### src/rtl/ysyx_25020047_pkg.sv
// Shared state encoding and inst_type class masks for the NPC multi-cycle controller.
package ysyx_25020047_pkg;

  typedef enum logic [2:0] {
    FETCH = 3'd0,
    FWAIT = 3'd1,
    EXEC  = 3'd2,
    MEM   = 3'd3,
    MWAIT = 3'd4,
    WB    = 3'd5,
    HALT  = 3'd6,
    ERR   = 3'd7
  } state_t;

  localparam logic [63:0] LOAD_MASK   = 64'h0000_00E0_0000_0060;
  localparam logic [63:0] STORE_MASK  = 64'h0000_0000_0020_0180;
  localparam logic [63:0] BRANCH_MASK = 64'h0000_0000_F000_C000;
  localparam logic [63:0] ECALL_MASK  = 64'h0000_0100_0000_0000;
  localparam logic [63:0] CSR_MASK    = 64'h0000_0600_0000_0000;
  localparam logic [63:0] EBREAK_MASK = 64'h0000_0800_0000_0000;
  localparam logic [63:0] NOWB_MASK   = STORE_MASK | BRANCH_MASK | ECALL_MASK | EBREAK_MASK;

  function automatic logic is_onehot64(input logic [63:0] v);
    return (v != '0) && ((v & (v - 64'd1)) == '0);
  endfunction

endpackage

### src/rtl/ysyx_25020047_wait_timer.sv
// Response wait counter shared by the fetch and data wait phases; TIMEOUT=0 never expires.
module ysyx_25020047_wait_timer #(
  parameter int unsigned TIMEOUT = 255,
  parameter int unsigned CNT_W   = 8
) (
  input  logic clock,
  input  logic reset,
  input  logic clear,
  input  logic enable,
  output logic expired
);

  logic [CNT_W-1:0] count;

  always_ff @(posedge clock or posedge reset) begin
    if (reset)       count <= '0;
    else if (clear)  count <= '0;
    else if (enable) count <= count + 1'b1;
  end

  assign expired = (TIMEOUT != 0) && (count == CNT_W'(TIMEOUT));

endmodule

### src/rtl/ysyx_25020047_core_ctrl.sv
// Multi-cycle NPC sequencer: fetch/data handshakes, commit pulses, halt on ebreak, trap on error.
module ysyx_25020047_core_ctrl
  import ysyx_25020047_pkg::*;
#(
  parameter int unsigned TIMEOUT = 255,
  parameter int unsigned CNT_W   = 8
) (
  input  logic        clock,
  input  logic        reset,
  input  logic [63:0] inst_type,
  output logic        ifu_req_valid,
  input  logic        ifu_req_ready,
  input  logic        ifu_resp_valid,
  output logic        inst_latch_en,
  output logic        lsu_req_valid,
  output logic        lsu_req_wen,
  input  logic        lsu_req_ready,
  input  logic        lsu_resp_valid,
  output logic        mem_latch_en,
  output logic        pc_we,
  output logic        rf_we,
  output logic        csr_we,
  output logic        trap_we,
  output logic        commit,
  output logic        halt,
  output logic        error,
  output logic [2:0]  state_o
);

  state_t state, state_next;
  logic   timer_clear, timer_en, timer_expired;
  logic   is_load, is_store, is_nowb, is_csr, is_ecall, is_ebreak, legal;

  assign is_load   = |(inst_type & LOAD_MASK);
  assign is_store  = |(inst_type & STORE_MASK);
  assign is_nowb   = |(inst_type & NOWB_MASK);
  assign is_csr    = |(inst_type & CSR_MASK);
  assign is_ecall  = |(inst_type & ECALL_MASK);
  assign is_ebreak = |(inst_type & EBREAK_MASK);
  assign legal     = is_onehot64(inst_type);

  ysyx_25020047_wait_timer #(
    .TIMEOUT (TIMEOUT),
    .CNT_W   (CNT_W)
  ) u_wait_timer (
    .clock   (clock),
    .reset   (reset),
    .clear   (timer_clear),
    .enable  (timer_en),
    .expired (timer_expired)
  );

  always_ff @(posedge clock or posedge reset) begin
    if (reset) state <= FETCH;
    else       state <= state_next;
  end

  always_comb begin
    state_next    = state;
    ifu_req_valid = 1'b0;
    inst_latch_en = 1'b0;
    lsu_req_valid = 1'b0;
    lsu_req_wen   = 1'b0;
    mem_latch_en  = 1'b0;
    pc_we         = 1'b0;
    rf_we         = 1'b0;
    csr_we        = 1'b0;
    trap_we       = 1'b0;
    commit        = 1'b0;
    halt          = 1'b0;
    error         = 1'b0;
    timer_clear   = 1'b0;
    timer_en      = 1'b0;
    unique case (state)
      FETCH: begin
        ifu_req_valid = 1'b1;
        if (ifu_req_ready) begin
          state_next  = FWAIT;
          timer_clear = 1'b1;
        end
      end
      // A response in the expiry cycle still wins over the timeout.
      FWAIT: begin
        if (ifu_resp_valid) begin
          inst_latch_en = 1'b1;
          state_next    = EXEC;
        end else if (timer_expired) begin
          state_next = ERR;
        end else begin
          timer_en = 1'b1;
        end
      end
      EXEC: begin
        if (!legal)                    state_next = ERR;
        else if (is_load || is_store)  state_next = MEM;
        else                           state_next = WB;
      end
      MEM: begin
        lsu_req_valid = 1'b1;
        lsu_req_wen   = is_store;
        if (lsu_req_ready) begin
          state_next  = MWAIT;
          timer_clear = 1'b1;
        end
      end
      MWAIT: begin
        if (lsu_resp_valid) begin
          mem_latch_en = is_load;
          state_next   = WB;
        end else if (timer_expired) begin
          state_next = ERR;
        end else begin
          timer_en = 1'b1;
        end
      end
      WB: begin
        commit     = 1'b1;
        pc_we      = 1'b1;
        rf_we      = !is_nowb;
        csr_we     = is_csr;
        trap_we    = is_ecall;
        state_next = is_ebreak ? HALT : FETCH;
      end
      HALT: halt  = 1'b1;
      ERR:  error = 1'b1;
    endcase
  end

  assign state_o = state;

endmodule

### config.mk
export PLATFORM = sky130hd
export DESIGN_NAME = ysyx_25020047_core_ctrl
export DESIGN_NICKNAME = d
export VERILOG_FILES = /design/src/rtl/ysyx_25020047_pkg.sv /design/src/rtl/ysyx_25020047_wait_timer.sv /design/src/rtl/ysyx_25020047_core_ctrl.sv
export SDC_FILE = /design/constraint.sdc
export NUM_CORES = 1
export LEC_CHECK = 0
export ABC_AREA = 1
export BUFFER_PORTS_ARGS = -buffer_cell sky130_fd_sc_hd__buf_2
export CORE_MARGIN = 5
export CORE_UTILIZATION = 57
export CTS_CLUSTER_SIZE = 30
export DETAILED_ROUTE_END_ITERATION = 16
export PLACE_DENSITY_LB_ADDON = 0.05
export SLEW_MARGIN = 20
export SYNTH_ARGS = -nofsm -noshare
export SYNTH_HDL_FRONTEND = slang
export SYNTH_SLANG_ARGS = --single-unit
export TNS_END_PERCENT = 1
### constraint.sdc
create_clock -name clock -period 2.6 [get_ports clock]
set_input_delay 0.26 -clock clock [delete_from_list [all_inputs] [get_ports clock]]
set_output_delay 0.26 -clock clock [all_outputs]
set_load 0.02 [all_outputs]
==> key figures, run 1 <==
Status
  • Status: complete, no violations

Power
  • Leak pwr: 1.559 nW
  • Maximum vdd ir drop: 0.0003692 V
  • Pwr dens: 183.1 mW/mm^2
  • Power Total: around 570 uW

Yosys
  • Synth Instances: about 560
  • Top FF cell, synth: dfrtp_1
  • Compound-Gate Fraction of Synth Area: 6.223%
  • Adder-Cell Fraction of Synth Area: 0.4824%
  • Simple-gate portion of the synthesized area: 73.56%
  • Synthesized area: 0.002594 sq mm
  • Syn Nets: 628
  • Syn avg cell area: 4.657 sq um
  • XOR/XNOR Fraction of Synth Area: 0%
  • Main combinational cell family by area after synthesis: simple AND/OR/NAND/NOR gates
  • Post-synthesis mux area share: 0%
  • Yosys warning count: 0
  • Number of flops mapped to enable cells by yosys: 0
  • FF+latch count, synth: 11
  • Seq/Total Area, Yosys: 10.61%
  • Yosys cell types: 28
  • Asr flop ratio synth: 100.0%

Worst setup path
  • Crit Path Class: flip-flop to flip-flop
  • Largest delay share family, worst path: simple AND/OR/NAND/NOR gates
  • Nature of the critical path endpoint: flip-flop
  • Critical path depth: 11
  • Worst Setup Start Kind: flip-flop
  • Critical path peak fanout: 7
  • R2R depth: 11
  • Critical path buffers and inverters: 3
  • Setup crit start: u_wait_timer.count[0]
  • Top cell by count, worst path: inv_1
  • Critical path, cell by cell: ha_1 -> inv_1 -> nor3_1 -> nand3_1 -> nor3_1 -> inv_1 -> nand2_1 -> nor2_1 -> inv_1 -> nor3_2 -> nor3b_1
  • CP max stage cell: nor3_1
  • Worst path required time: 2740 ps
  • Worst path max stage delay: 430 ps
  • Worst R2R Start: u_wait_timer.count[0]
  • WP data arrival: between 2000 and 2500 ps

Timing
  • Min cycle time layout: between 2000 and 2500 ps
  • Fmax: 0.4539 GHz
  • Setup TNS Final: 0 ps
  • Final Max Tran Viols: 0
  • Period Utilization, post-route: approximately 85%
  • Slew HR: between 50% and 60%
  • Final Hold Fails: 0
  • Final hold slack: 9.842 ps
  • Worst Tran Pin Value: 613.5 ps
  • Clock Skew: 2.004 ps
  • Worst setup margin: 396.9 ps
  • RSZ-0062 raised after global routing: no
  • Final setup fails: 0

Layout
  • Fill count: 438
  • Layout Cells excl Fill: 696
  • Most common cell after layout, fill and taps aside: nand2_1
  • Nets@finish: 716
  • Highest-count cells in the layout ignoring fill and taps: nand2_1 (213), nor2_1 (181), buf_2 (84)
  • Design Area, Final: around 0.0031 sq mm
  • Area of the multi-input gates: 0.002082 sq mm
  • Final core utilization: a little under three quarters
  • Area Overhead vs Synth: 20.16%
  • Register area: 275.3 sq um
  • Share of layout cells above drive strength 1: 18.01%
  • Antenna Cells: 0

CTS
  • Clk Latency, worst-skew pair: 240 ps
  • Root Buffer: clkbuf_8
  • CTS max path bufs: 2
  • # clock sinks: 11
  • CTS clk-pin slew, worst paths: 60 ps
  • Post-CTS Resized: 0
  • CTS tree: yes
  • H-tree depth: 1
  • # hold bufs at CTS: 0
  • Clock buffer count from CTS: 3
  • Total setup buffers inserted after CTS: 0

Floorplan
  • FP Rows: 24
  • I/O pins: 85
  • DIE WIDTH: approximately 77 um
  • Overall die height: 77.46 um
  • Die area: 0.005999 sq mm
  • Core box area: about 0.0044 sq mm
  • Starting density of the core: 59.16%

Worst hold path
  • Worst Hold Class: primary input to async pin

Place
  • Pre-CTS setup slack: 438.3 ps
  • # port buffers: 84
  • GP Congestion: roughly 1.1
  • DP Wirelength: 8239 um
  • Placed Area: 0.003072 sq mm
  • Inst Count DP: 692

Routing
  • Post-DRT Antenna Nets: 0
  • DRC Markers: 0
  • DR vias: 3746
  • WL per Instance: around 14 um
  • Via density: 5.382
  • Drt first pass iters: 5
  • Total routed wirelength: 9434 um
  • Number of DRC markers in iteration 0: between 300 and 400

Global route
  • Total track usage: slightly below 30%
  • Largest net degree at the start of global routing: 12
  • Initial antenna violation count: 0
  • Vias in the first global route: 3310
  • Grt ovf: 0
  • Global-route wire length before repair: 14880 um

Job
  • Max-Cap Viols: 0
-- cells by family (layout without fill, tap and decap cells) --
| group | after synthesis | count (layout) |
|---|---|---|
| flops | 11 | 11 |
| compound gates | 29 | 29 |
| simple gates | 454 | 454 |
| fa+ha+maj | 1 | 1 |
| buf+inv | 62 | 149 |
-- cells in the mapped netlist, types with 2 or more instances --
cell type	instances	area share, %
a2111oi_0	2	0.68
a21oi_1	6	1.2
dfrtp_1	11	11
inv_1	60	8.7
nand2_1	213	31
nand2_2	4	0.96
nand2_4	4	1.7
nand3_1	9	1.7
nand4_1	4	0.96
nor2_1	181	26
nor2_2	11	2.7
nor2_4	7	3.0
nor3_1	11	2.1
nor3b_1	4	1.2
o21ai_0	13	2.5
o21ai_1	4	0.77
o22ai_1	2	0.48
-- layer usage --
layer	vias to the layer above	track usage [%]	share of wire [%]
met5	-	0	0
met4	0	10.82	3.6
met3	26	4.282	9.4
met2	212	52.10	47
met1	1626	37.09	40
li1	1882	-	-
-- final timing paths --
kind | endpoint | slack, ps
min | u_wait_timer.count[6] | 10
max | u_wait_timer.count[5] | 400
min reg2reg | u_wait_timer.count[7] | 560
max reg2reg | u_wait_timer.count[5] | 400
max in group asynchronous | u_wait_timer.count[2] | 2290
min in group clock | state_o[2] | 380
-- sequential cells by signal, indices dropped and copies added, names as in the netlist --
| register | count |
|---|---|
| u_wait_timer.count | 8 |
| state_o | 3 |
-- where the power goes --
| group | leakage, nW | internal (mW) | switching, mW |
|---|---|---|---|
| logic | 1.41 | 0.0793 | 0.138 |
| clock network | 0.0228 | 0.108 | 0.0734 |
| registers | 0.122 | 0.171 | 0 |
-- worst reg2reg max path, delay by kind of cell (launching register included) --
kind,cells,cell delay (ps)
adders and majority gates,1,160
and+or+nand+nor,7,1290
buffers and inverters,3,250
DFF,1,400
-- cell type report --
cell class / count / area share (%)
Sequential cell: 11 / 8.832
Multi-Input combinational cell: 484 / 66.80
Inverter: 61 / 7.346
Timing Repair Buffer: 84 / 13.49
Clock buffer: 4 / 1.445
Tap cell: 52 / 2.088
Power figures use the tool's default switching activity.
==> inputs of run 2 (changes only) <==
--- a/config.mk
+++ b/config.mk
@@ -8,7 +8,7 @@
 export ABC_AREA = 1
 export BUFFER_PORTS_ARGS = -buffer_cell sky130_fd_sc_hd__buf_2
 export CORE_MARGIN = 5
-export CORE_UTILIZATION = 57
+export CORE_UTILIZATION = 53
 export CTS_CLUSTER_SIZE = 30
 export DETAILED_ROUTE_END_ITERATION = 16
 export PLACE_DENSITY_LB_ADDON = 0.05
==> constraint.sdc (replaced) <==
create_clock -name clock -period 2.2 [get_ports clock]
set_input_delay 0.22 -clock clock [delete_from_list [all_inputs] [get_ports clock]]
set_output_delay 0.22 -clock clock [all_outputs]
set_load 0.02 [all_outputs]
==> key figures, run 2 (same netlist as run 1, synthesis figures left out) <==
Global route
  • Largest net degree at the start of global routing: 12 (unchanged)
  • Total track usage: 30.12% (+0.28 points)
  • Grt ovf: 0 (unchanged)
  • Initial antenna violation count: 0 (unchanged)
  • Vias in the first global route: 3416 (+3.2%)
  • Global-route wire length before repair: 15340 um (+3.1%)

CTS
  • Clk Latency, worst-skew pair: 240 ps (about the same)
  • Root Buffer: clkbuf_8
  • CTS tree: yes
  • Clock buffer count from CTS: 3 (unchanged)
  • CTS clk-pin slew, worst paths: 50 ps (about the same)
  • # clock sinks: 11 (unchanged)
  • Total setup buffers inserted after CTS: 0 (unchanged)
  • H-tree depth: 1 (unchanged)
  • CTS max path bufs: 2 (unchanged)

Layout
  • Highest-count cells in the layout ignoring fill and taps: nand2_1 (212), nor2_1 (180), buf_2 (84)
  • Nets@finish: 718 (+0.28%)
  • Layout Cells excl Fill: 713 (+2.4%)
  • Area Overhead vs Synth: 22.82%
  • Antenna Cells: 0 (unchanged)
  • Share of layout cells above drive strength 1: 18.89% (+0.87 points)
  • Fill count: 479 (+9.4%)
  • Most flops, register: u_wait_timer.count
  • Max reg flops: 8 (unchanged)
  • Design Area, Final: 0.003186 sq mm (+2.2%)
  • Most common cell after layout, fill and taps aside: nand2_1

Timing
  • Clock Skew: 5.030 ps (+3.026 ps)
  • Final setup fails: 0 (unchanged)
  • Final Hold Fails: 0 (unchanged)
  • Worst Tran Pin Value: 586.7 ps (-26.81 ps)
  • Final hold slack: 370.2 ps (+360.4 ps)
  • Period Utilization, post-route: 93.02% (+8.3 points)
  • Setup TNS Final: 0 ps (unchanged)
  • Slew HR: 60.58% (+1.8 points)
  • Final Max Tran Viols: 0 (unchanged)
  • Min cycle time layout: 2047 ps (-156.6 ps)
  • Fmax: 0.4886 GHz (+7.7%)

Routing
  • Number of DRC markers in iteration 0: 368 (-7.5%)
  • DRC Markers: 0 (unchanged)
  • Post-DRT Antenna Nets: 0 (unchanged)
  • Total routed wirelength: 9868 um (+4.6%)
  • DR vias: 3754 (+0.21%)
  • Via density: 5.265 (-2.2%)
  • Drt first pass iters: 7 (+2)
  • WL per Instance: 13.84 um (+2.1%)

Floorplan
  • FP Rows: 25 (+4.2%)
  • DIE WIDTH: 79.96 um (+3.2%)
  • Starting density of the core: 54.91% (-4.2 points)
  • Die area: 0.006393 sq mm (+6.6%)
  • I/O pins: 85 (unchanged)
  • Overall die height: 79.96 um (+3.2%)
  • Core box area: 0.004723 sq mm (+7.7%)

Power
  • Power Total: 670.0 uW (+17%)
  • Maximum vdd ir drop: 0.0001298 V (-65%)
  • Leak pwr: 1.573 nW (+0.93%)
  • Pwr dens: 210.3 mW/mm^2 (+15%)

Worst setup path
  • Crit Path Class: flip-flop to flip-flop
  • R2R depth: 13 (+2)
  • Reg2reg setup slack: 150 ps (-240 ps)
  • Critical path peak fanout: 7 (unchanged)
  • Worst Setup Start Kind: flip-flop
  • WP data arrival: 2190 ps (-150 ps)
  • Worst path required time: 2340 ps (-400 ps)
  • Nature of the critical path endpoint: flip-flop
  • RR Endpoint: u_wait_timer.count[7]
  • Worst R2R Start: u_wait_timer.count[0]

Place
  • GP Congestion: 1.065 (-1.5%)
  • DP Wirelength: 8402 um (+2.0%)
  • # port buffers: 84 (unchanged)
  • Placed Area: 0.003098 sq mm (+0.86%)
  • Inst Count DP: 708 (+2.3%)

Worst hold path
  • Hold path depth: 5
  • Min-delay src: ifu_req_ready
  • Worst hold endpoint: state_o[2]
  • Worst Hold Class: primary input to flip-flop

Job
  • Max-Cap Viols: 0 (unchanged)

Status
  • Status: complete, no violations
run 2: layer usage:
layer / global-route usage (%) / wire length (um) / vias up
li1: - / - / 1877
met1: 38.51 / 3903 / 1616
met2: 53.15 / 4755 / 223
met3: 3.047 / 927 / 38
met4: 8.277 / 282 / 0
met5: 0 / 0 / -
run 2: layout make-up:
class,instances,area [sq um],area share (%)
Timing Repair Buffer,86,437.9,13.75
Multi-Input combinational cell,484,2115,66.38
Inverter,61,229.0,7.188
Sequential cell,11,275.3,8.641
Tap cell,67,83.83,2.632
Clock buffer,4,45.04,1.414
run 2: power by group:
group          leakage [nW]  total [mW]  switching [mW]  internal (mW)
Combinational          1.43       0.263           0.168         0.0950
Sequential            0.122       0.203               0          0.203
Clock                0.0228       0.205          0.0772          0.127
run 2: timing repair:
| action | 4_1_cts | 5_1_grt |
|---|---|---|
| endpoints found under the setup margin | 0 | 4 |
| resized for setup | 0 | 7 |
| hold buffers | 1 | 0 |
| endpoints found under the hold margin | 11 | 0 |
run 2: how the worst max path moves through the flow:
stage	start	to	slack, ps
6_report	u_wait_timer.count[0]	u_wait_timer.count[7]	150
5_1_grt	u_wait_timer.count[0]	u_wait_timer.count[7]	-30
4_1_cts	u_wait_timer.count[0]	u_wait_timer.count[7]	20
3_5_place_dp	u_wait_timer.count[0]	u_wait_timer.count[7]	20
3_3_place_gp	inst_type[29]	state_o[2]	100
2_1_floorplan	state_o[0]	state_o[0]	230
run 2: worst max-delay path: stages, from the launching register on:
cell     delay, ps
dfrtp_1        400
ha_1           160
inv_1           70
nor3_2         180
nand3_2        170
nor3_4         200
inv_1           80
nand2_2        130
nor2_1          50
inv_1          150
nor3_4          60
nand2_1         60
nor2_1          40
nor3_1         210
run 2: per-stage QoR:
step | util (%) | worst slack (ps)
after floorplan | - | 227.4
after global placement | 65.59 | 100.9
after detailed placement | 65.59 | 19.80
after CTS | 66.76 | 20.79
after global routing | 67.44 | -26.84
final | 67.44 | 153.5
==> inputs of run 3 (changes only) <==
--- a/config.mk
+++ b/config.mk
@@ -12,6 +12,7 @@
 export CTS_CLUSTER_SIZE = 30
 export DETAILED_ROUTE_END_ITERATION = 16
 export PLACE_DENSITY_LB_ADDON = 0.05
+export RECOVER_POWER = 50
 export SLEW_MARGIN = 20
 export SYNTH_ARGS = -nofsm -noshare
 export SYNTH_HDL_FRONTEND = slang
==> key figures, run 3 (same netlist as run 1, synthesis figures left out) <==
Timing
  • Final Max Tran Viols: 0 (unchanged)
  • Setup TNS Final: 0 ps (unchanged)
  • Final setup fails: 0 (unchanged)
  • Period Utilization, post-route: 92.97% (about the same)
  • Slew HR: 61.42% (+0.84 points)
  • Fmax: 0.4889 GHz (about the same)
  • Final Hold Fails: 0 (unchanged)
  • Worst Tran Pin Value: 574.2 ps (-12.50 ps)
  • Worst setup margin: 154.7 ps (+1.171 ps)
  • Min cycle time layout: 2045 ps (-1.171 ps)
  • Clock Skew: 5.963 ps (+0.9334 ps)

Worst setup path
  • Reg2reg setup slack: 150 ps (about the same)
  • R2R depth: 13 (unchanged)
  • Worst R2R Start: u_wait_timer.count[0]
  • Nature of the critical path endpoint: flip-flop
  • Worst path required time: 2350 ps (about the same)
  • WP data arrival: 2190 ps (about the same)
  • Critical path peak fanout: 7 (unchanged)
  • Crit Path Class: flip-flop to flip-flop
  • Worst Setup Start Kind: flip-flop
  • RR Endpoint: u_wait_timer.count[7]

Floorplan
  • DIE WIDTH: 79.96 um (unchanged)
  • Overall die height: 79.96 um (unchanged)
  • I/O pins: 85 (unchanged)
  • Die area: 0.006393 sq mm (unchanged)
  • FP Rows: 25 (unchanged)
  • Starting density of the core: 54.91% (unchanged)
  • Core box area: 0.004723 sq mm (unchanged)

Global route
  • Initial antenna violation count: 0 (unchanged)
  • Vias in the first global route: 3416 (unchanged)
  • Grt ovf: 0 (unchanged)
  • Total track usage: 30.12% (unchanged)
  • Largest net degree at the start of global routing: 12 (unchanged)
  • Global-route wire length before repair: 15340 um (unchanged)

Place
  • Pre-CTS setup slack: 19.80 ps (unchanged)
  • Placed Area: 0.003098 sq mm (unchanged)
  • DP Wirelength: 8402 um (unchanged)
  • GP Congestion: 1.065 (unchanged)
  • # port buffers: 84 (unchanged)

Power
  • Clock share of power: 30.6% (about the same)
  • Switching Share: 36.73% (+0.18 points)
  • Sw Pwr: 246.8 uW (+0.79%)
  • Maximum vdd ir drop: 0.0001297 V (-0.13%)
  • Sequential Power Share: 30.2% (about the same)
  • Internal power: 425.2 uW (about the same)
  • Power Total: 672.0 uW (+0.30%)
  • Pwr dens: 211.5 mW/mm^2 (+0.58%)
  • Comb pwr share: 39.2% (about the same)
  • Leak pwr: 1.552 nW (-1.3%)

Layout
  • Antenna Cells: 0 (unchanged)
  • Highest-count cells in the layout ignoring fill and taps: nand2_1 (212), nor2_1 (180), buf_2 (77)
  • Most flops, register: u_wait_timer.count
  • Design Area, Final: 0.003177 sq mm (-0.27%)
  • Most common cell after layout, fill and taps aside: nand2_1
  • Share of layout cells above drive strength 1: 17.80% (-1.1 points)
  • Nets@finish: 718 (unchanged)
  • Area Overhead vs Synth: 22.48%
  • Max reg flops: 8 (unchanged)

CTS
  • Clock buffer count from CTS: 3 (unchanged)
  • # clock sinks: 11 (unchanged)
  • CTS tree: yes
  • Clk Latency, worst-skew pair: 240 ps (about the same)
  • Root Buffer: clkbuf_8
  • CTS clk-pin slew, worst paths: 50 ps (about the same)
  • CTS max path bufs: 2 (unchanged)
  • H-tree depth: 1 (unchanged)
  • Total setup buffers inserted after CTS: 0 (unchanged)

Routing
  • DRC Markers: 0 (unchanged)
  • WL per Instance: 13.88 um (+0.27%)
  • Via density: 5.335 (+1.3%)
  • Number of DRC markers in iteration 0: 368 (unchanged)
  • Post-DRT Antenna Nets: 0 (unchanged)
  • Total routed wirelength: 9895 um (+0.27%)
  • DR vias: 3804 (+1.3%)
  • Drt first pass iters: 5 (-2)

Worst hold path
  • Hold path depth: 5 (unchanged)
  • Worst Hold Class: primary input to flip-flop
  • Worst hold endpoint: state_o[2]
  • Min-delay src: ifu_req_ready

Status
  • Status: complete, no violations

Job
  • Max-Cap Viols: 0 (unchanged)
run 3: cell types whose count changed in the layout (fill, tap and decap cells not counted), sizes merged:
cell / before / now
buf: 85 / 78
clkbuf: 4 / 11
run 3: how the worst max path moves through the flow:
stage,endpoint,start
after floorplan,state_o[0],state_o[0]
after global placement,state_o[2],inst_type[29]
after detailed placement,u_wait_timer.count[7],u_wait_timer.count[0]
after CTS,u_wait_timer.count[7],u_wait_timer.count[0]
after global routing,u_wait_timer.count[7],u_wait_timer.count[0]
final,u_wait_timer.count[7],u_wait_timer.count[0]
run 3: layout make-up:
| class | count | area [sq um] |
|---|---|---|
| multi-input combinational | 484 | 2115 |
| fill | 483 | 1546 |
| timing repair buffer | 86 | 429.2 |
| sequential | 11 | 275.3 |
| inverter | 61 | 229.0 |
| tap | 67 | 83.83 |
| clock buffer | 4 | 45.04 |
run 3: repair_timing:
item                                    in CTS  in global routing
hold endpoints to repair                    11                  0
endpoints found under the setup margin       0                  4
hold buffers                                 1                  0
gates resized for setup                      0                  7
run 3: power groups by stage:
stage	Clock [mW]	Combinational (mW)	Sequential, mW
finish	0.206	0.263	0.203
global route	0.223	0.290	0.202
CTS	0.205	0.255	0.203
detailed placement	0	0.252	0.206
global placement	0	0.251	0.206
floorplan	0	0.120	0.206
run 3: metal layers:
metal / global-route usage, % / vias to the layer above / wire, um
li1: - / 1879 / -
met1: 38.51 / 1654 / 3932
met2: 53.15 / 235 / 4786
met3: 3.047 / 36 / 898
met4: 8.277 / 0 / 278
met5: 0 / - / 0
run 3: through the flow:
| stage | util [%] | std cells | hold slack, ps |
|---|---|---|---|
| finish | 67.26 | 713 | 370.8 |
| global route | 67.26 | 713 | 421.6 |
| CTS | 66.76 | 713 | 364.0 |
| detailed placement | 65.59 | 708 | 235.5 |
| global placement | 65.59 | 708 | 229.5 |
| floorplan | - | 557 | 72.44 |
run 3: critical path: stages (launching register included):
cell and delay (ps):
dfrtp_1 400, ha_1 160, inv_1 70, nor3_2 180
nand3_2 170, nor3_4 200, inv_1 80, nand2_2 130
nor2_1 50, inv_1 140, nor3_4 60, nand2_1 60
nor2_1 40, nor3_1 210
